[src/rtl/noc_mcast_pkg.sv]
// noc_mcast_pkg: shared port indices, header field defaults and mask helpers for multicast replication
package noc_mcast_pkg;
    localparam int P_N = 0;
    localparam int P_E = 1;
    localparam int P_S = 2;
    localparam int P_W = 3;
    localparam int P_L = 4;
    localparam int DEF_FLAG_BIT = 31;
    localparam int DEF_MASK_LSB = 26;
    localparam int MAX_PORTS = 32;

    typedef enum logic {ST_IDLE, ST_ISSUE} fan_state_e;

    function automatic logic [MAX_PORTS-1:0] eff_mask(input logic flag,
                                                      input logic [MAX_PORTS-1:0] field,
                                                      input logic [MAX_PORTS-1:0] route);
        return flag ? field : route;
    endfunction

    function automatic logic [7:0] popcount(input logic [MAX_PORTS-1:0] v);
        logic [7:0] c;
        c = '0;
        for (int i = 0; i < MAX_PORTS; i++) c += 8'(v[i]);
        return c;
    endfunction
endpackage

[src/rtl/noc_flit_fifo.sv]
// noc_flit_fifo: synchronous FIFO with extra-bit pointers; head is shown combinationally
module noc_flit_fifo #(
    parameter int W     = 69,
    parameter int DEPTH = 4
) (
    input  logic         clk,
    input  logic         rst_n,
    input  logic         i_push,
    input  logic         i_pop,
    input  logic [W-1:0] i_din,
    output logic [W-1:0] o_head,
    output logic         o_full,
    output logic         o_empty
);
    localparam int AW = $clog2(DEPTH);

    logic [W-1:0] r_mem [DEPTH];
    logic [AW:0]  r_wr;
    logic [AW:0]  r_rd;

    assign o_empty = (r_wr == r_rd);
    assign o_full  = (r_wr[AW] != r_rd[AW]) && (r_wr[AW-1:0] == r_rd[AW-1:0]);
    assign o_head  = r_mem[r_rd[AW-1:0]];

    always_ff @(posedge clk or negedge rst_n) begin
        if (!rst_n) begin
            r_wr <= '0;
            r_rd <= '0;
        end else begin
            if (i_push) r_wr <= r_wr + (AW+1)'(1);
            if (i_pop) r_rd <= r_rd + (AW+1)'(1);
        end
    end

    always_ff @(posedge clk) begin
        if (i_push) r_mem[r_wr[AW-1:0]] <= i_din;
    end
endmodule

[src/rtl/mcast_fanout_unit.sv]
// mcast_fanout_unit: buffers flits and issues one copy per targeted output port,
// atomically (all copies together) or partially (copies drain as ports free up).
module mcast_fanout_unit
    import noc_mcast_pkg::*;
#(
    parameter int FLIT_W         = 64,
    parameter int N_PORTS        = 5,
    parameter int FIFO_DEPTH     = 4,
    parameter int MCAST_FLAG_BIT = DEF_FLAG_BIT,
    parameter int MCAST_MASK_LSB = DEF_MASK_LSB,
    parameter int ATOMIC         = 1,
    parameter int STRIP_MCAST    = 0,
    parameter int STALL_LIMIT    = 255,
    parameter int CNT_W          = 16
) (
    input  logic                      clk,
    input  logic                      rst_n,
    input  logic [FLIT_W-1:0]         in_flit,
    input  logic [N_PORTS-1:0]        in_route,
    input  logic                      in_valid,
    output logic                      in_ready,
    output logic [N_PORTS*FLIT_W-1:0] out_flit,
    output logic [N_PORTS-1:0]        out_valid,
    input  logic [N_PORTS-1:0]        out_ready,
    output logic                      drop_err,
    output logic                      stall_err,
    output logic [CNT_W-1:0]          copies_issued,
    output logic [CNT_W-1:0]          drop_cnt
);
    localparam int ENT_W = FLIT_W + N_PORTS;
    localparam int SW    = $clog2(STALL_LIMIT + 1);
    localparam logic [FLIT_W-1:0] STRIP_BITS = (FLIT_W'(1) << MCAST_FLAG_BIT)
                                             | (FLIT_W'({N_PORTS{1'b1}}) << MCAST_MASK_LSB);

    logic               w_push, w_pop, w_full, w_empty, w_head_v, w_all, w_hs, w_drop;
    logic [ENT_W-1:0]   w_head;
    logic [FLIT_W-1:0]  w_hflit, w_copy;
    logic [N_PORTS-1:0] w_route, w_mask, w_pend, w_fire, w_rem;
    fan_state_e         w_state;

    logic [N_PORTS-1:0] r_pend;
    logic               r_loaded;
    logic [SW-1:0]      r_stall_cnt;
    logic               r_stall_err;
    logic [CNT_W-1:0]   r_copies, r_drops;

    noc_flit_fifo #(.W(ENT_W), .DEPTH(FIFO_DEPTH)) u_fifo (
        .clk    (clk),
        .rst_n  (rst_n),
        .i_push (w_push),
        .i_pop  (w_pop),
        .i_din  ({in_route, in_flit}),
        .o_head (w_head),
        .o_full (w_full),
        .o_empty(w_empty)
    );

    assign in_ready = !w_full;
    assign w_push   = in_valid && !w_full;
    assign w_state  = w_empty ? ST_IDLE : ST_ISSUE;
    assign w_head_v = (w_state == ST_ISSUE);
    assign w_hflit  = w_head[FLIT_W-1:0];
    assign w_route  = w_head[ENT_W-1 -: N_PORTS];
    assign w_mask   = N_PORTS'(eff_mask(w_hflit[MCAST_FLAG_BIT],
                                        MAX_PORTS'(w_hflit[MCAST_MASK_LSB +: N_PORTS]),
                                        MAX_PORTS'(w_route)));
    // Unloaded heads show their own mask directly so a fresh head issues without a bubble
    assign w_pend   = r_loaded ? r_pend : w_mask;
    assign w_all    = &(out_ready | ~w_pend);
    assign out_valid = (ATOMIC != 0) ? ({N_PORTS{w_head_v && w_all}} & w_pend)
                                     : ({N_PORTS{w_head_v}} & w_pend);
    assign w_fire   = out_valid & out_ready;
    assign w_hs     = |w_fire;
    assign w_rem    = w_pend & ~w_fire;
    assign w_pop    = (ATOMIC != 0) ? (w_head_v && w_all) : (w_head_v && (w_rem == '0));
    assign w_drop   = w_head_v && !r_loaded && (w_mask == '0);
    assign w_copy   = (STRIP_MCAST != 0) ? (w_hflit & ~STRIP_BITS) : w_hflit;
    assign out_flit = {N_PORTS{w_head_v ? w_copy : FLIT_W'(0)}};

    assign drop_err      = w_drop;
    assign stall_err     = r_stall_err;
    assign copies_issued = r_copies;
    assign drop_cnt      = r_drops;

    always_ff @(posedge clk or negedge rst_n) begin
        if (!rst_n) begin
            r_pend      <= '0;
            r_loaded    <= 1'b0;
            r_stall_cnt <= '0;
            r_stall_err <= 1'b0;
            r_copies    <= '0;
            r_drops     <= '0;
        end else begin
            r_pend   <= w_rem;
            r_loaded <= (ATOMIC == 0) && w_head_v && !w_pop;
            r_copies <= r_copies + CNT_W'(popcount(MAX_PORTS'(w_fire)));
            r_drops  <= r_drops + CNT_W'(w_drop);
            if (!w_head_v || w_hs || w_pop) begin
                r_stall_cnt <= '0;
            end else if (r_stall_cnt != SW'(STALL_LIMIT)) begin
                r_stall_cnt <= r_stall_cnt + SW'(1);
                if (r_stall_cnt == SW'(STALL_LIMIT - 1)) r_stall_err <= 1'b1;
            end
        end
    end
endmodule

[config.mk]
export PLATFORM = sky130hd
export DESIGN_NAME = mcast_fanout_unit
export DESIGN_NICKNAME = d
export VERILOG_FILES = /design/src/rtl/noc_mcast_pkg.sv /design/src/rtl/noc_flit_fifo.sv /design/src/rtl/mcast_fanout_unit.sv
export SDC_FILE = /design/constraint.sdc
export NUM_CORES = 1
export LEC_CHECK = 0
export ABC_AREA = 1
export CELL_PAD_IN_SITES_DETAIL_PLACEMENT = 0
export CELL_PAD_IN_SITES_GLOBAL_PLACEMENT = 1
export CORE_MARGIN = 4
export CORE_UTILIZATION = 38
export CTS_CLUSTER_DIAMETER = 120
export DETAILED_ROUTE_END_ITERATION = 12
export HOLD_SLACK_MARGIN = 0.08
export PLACE_DENSITY = 0.91
export SKIP_LAST_GASP = 1
export SYNTH_ARGS = -nofsm -noshare
export SYNTH_HDL_FRONTEND = slang
export SYNTH_HIERARCHICAL = 1
export SYNTH_SLANG_ARGS = --single-unit
export TNS_END_PERCENT = 1
[constraint.sdc]
create_clock -name clk -period 5.4 [get_ports clk]
set_input_delay 1.35 -clock clk [delete_from_list [all_inputs] [get_ports clk]]
set_output_delay 1.35 -clock clk [all_outputs]
set_load 0.02 [all_outputs]
==> reports/metrics.cfg <==
[clock_network]
cts_tree=built
cts_resized=0
clk_pin_slew_ps=60
cts_max_level=2
post-cts-setup-buffers=0
cts_buffers=36
clock-sinks=323
cts_buffer_depth=3
clk_latency_ps=530
clockRootBuffer=clkbuf_16
postCtsHoldBufs=0

[final_layout]
mostFrequentLayoutCells=clkdlybuf4s50_1 (435), edfxtp_1 (276), nand2_1 (274), inv_1 (239), o211ai_2 (110)
utilization=0.479
drive_gt1_frac=0.118
nets=1773
antenna_cells=0
area_growth_pct=24.2
final_common_cell=clkdlybuf4s50_1

[floorplan]
die_area_sq_mm=0.0473
fp.dieH_microns=218
io_pins=437
initial_core_util=0.386
die_w_microns=218
coreArea_sq_mm=0.0433
num_rows=76

[synth]
syn_nets=1598
syn_area_per_cell_sq_um=11.1
synth_cell_types=34
ys_seq_area_frac=0.567
synth_cells=1505
ys_ff_latch=323
netlist_area_sq_mm=0.0167
yosys_warnings=6

[sta]
slew_violations=0
relSlewSlack=0.298
max_freq_mhz=208
rsz0062_at_grt=false
hold_viol=0
worst_slew_pin_slew_ps=1050
fin_tns_setup_ps=0
fin_crit_sh=0.892
fin_skew_ps=22.3
fin_crit_ps=4820
finalSetupViolCount=0

[setup_path]
start_kind=flop
cp-end-kind=primary output
cp.arrival_ps=3470
cp_cell_sequence=xnor2_1, nand2_1, nor2_4, buf_4, buf_4, nor2_1, clkdlybuf4s50_1
slowest_delay_ps=840
cpMaxStageDelayCell=dfrtp_4
worstPathRequired_ps=4050
crit_type=reg2out
cp_common_cell=buf_4
rrSetupSlack_ps=1020
crit_fanout=53

[global_routing]
grt_first_pass_wirelength_microns=57200
grt_antenna_before_repair=2
grt_overflow=0
grt_start_max_net_pins=121
track_usage=0.151
grt_pass1_vias=10500

[status]
outcome=complete, no violations

[placed_design]
place.gp.congestion=0.753
io_buffers=436
dp_hpwl_microns=24300

[route]
drt_iter0_drc=514
wl_per_cell_microns=16.0
ant_nets=0
dr.pass1.iters=5
viasPerCell=4.44
drt-total-wl_microns=36700
drc_errors=0
vias=10200

[job]
drv_cap=0

[hold_path]
hold_class=reg2reg

[synthesized netlist by cell type]
library cell / instances / share of area
nor2_4: 1 / 0.00068
nand3_2: 1 / 0.00060
nor3_1: 6 / 0.0018
fa_1: 3 / 0.0036
a21oi_1: 2 / 0.00060
xor2_1: 21 / 0.011
o21bai_1: 1 / 0.00045
nor3_2: 2 / 0.0012
and2_1: 1 / 0.00038
nor2_1: 103 / 0.023
o21ai_0: 6 / 0.0018
ha_1: 13 / 0.0098
o21ai_1: 1 / 0.00030
nand2_2: 12 / 0.0045
nand3_1: 15 / 0.0045
buf_2: 13 / 0.0039
buf_8: 8 / 0.0072
clkbuf_4: 1 / 0.00045
a21o_1: 1 / 0.00045
clkbuf_1: 8 / 0.0018
buf_12: 1 / 0.0012
inv_2: 3 / 0.00068
xnor2_1: 11 / 0.0058
edfxtp_1: 276 / 0.50
nand4_1: 7 / 0.0026
buf_6: 18 / 0.012
nand2_1: 274 / 0.062
dfrtp_1: 47 / 0.071
buf_4: 262 / 0.12
o211ai_2: 110 / 0.083
nand3b_1: 5 / 0.0023
inv_1: 243 / 0.055
a21boi_0: 1 / 0.00045
o211ai_1: 28 / 0.013
[path summary, 6_finish.rpt]
path | from | end | depth (start not counted)
max in group asynchronous | rst_n | u_fifo/r_rd[1] | 1
min in group asynchronous | rst_n | drop_cnt[13] | 1
worst max register to register | u_fifo/r_rd[1] | copies_issued[12] | 18
worst max-delay path | u_fifo/r_rd[0] | out_flit[263] | 7
worst min register to register | stall_err | stall_err | 2
worst min-delay path | stall_err | stall_err | 2
[logic make-up (layout without fill, tap and decap cells)]
family,after synthesis,count (layout),synth area share
fa+ha+maj,16,16,0.0134
xor+xnor,32,32,0.0168
compound gates,150,150,0.0992
buf+inv,557,760,0.200
simple gates,427,427,0.103
flops,323,323,0.567
[state kept, by name, indices dropped and copies added, names as in the netlist]
signal,flops
u_fifo/r_wr,3
r_stall_cnt,8
drop_cnt,16
stall_err,1
copies_issued,16
u_fifo/r_mem,276
u_fifo/r_rd,3
[layer usage]
layer  global-route usage  vias up  wire length [microns]
li1                     -     4990                      -
met2                0.274      257                  19000
met4               0.0445        4                    701
met5                    0        -                     21
met3               0.0325       55                   1900
met1                0.180     4880                  15100
[metrics by stage]
step / instances / setup slack (ps) / cell area (sq um) / hold slack, ps
final: 2293 / 583 / 20700 / 469
after global routing: 2293 / 314 / 20700 / 500
after CTS: 2293 / 510 / 20700 / 471
after detailed placement: 2227 / 605 / 19500 / 460
after global placement: 2227 / 676 / 19500 / 458
after floorplan: 1505 / 1340 / 16700 / 466
[worst max-delay path: cells and delay by family, from the launching register on]
family / cells / cell delay [ps]
buffers and inverters: 3 / 1360
flip-flops: 1 / 840
AND/OR/NAND/NOR: 3 / 460
XOR/XNOR: 1 / 190
[layout make-up]
type / count / area (sq um)
clock buffer: 43 / 980
clock inverter: 23 / 194
fill: 3819 / 22500
inverter: 246 / 931
multi-input combinational: 625 / 3890
sequential: 323 / 9470
tap: 585 / 732
timing repair buffer: 448 / 4520
Power is not shown: default switching activity piles up to over one toggle a cycle in this logic, so the estimate is an artifact.
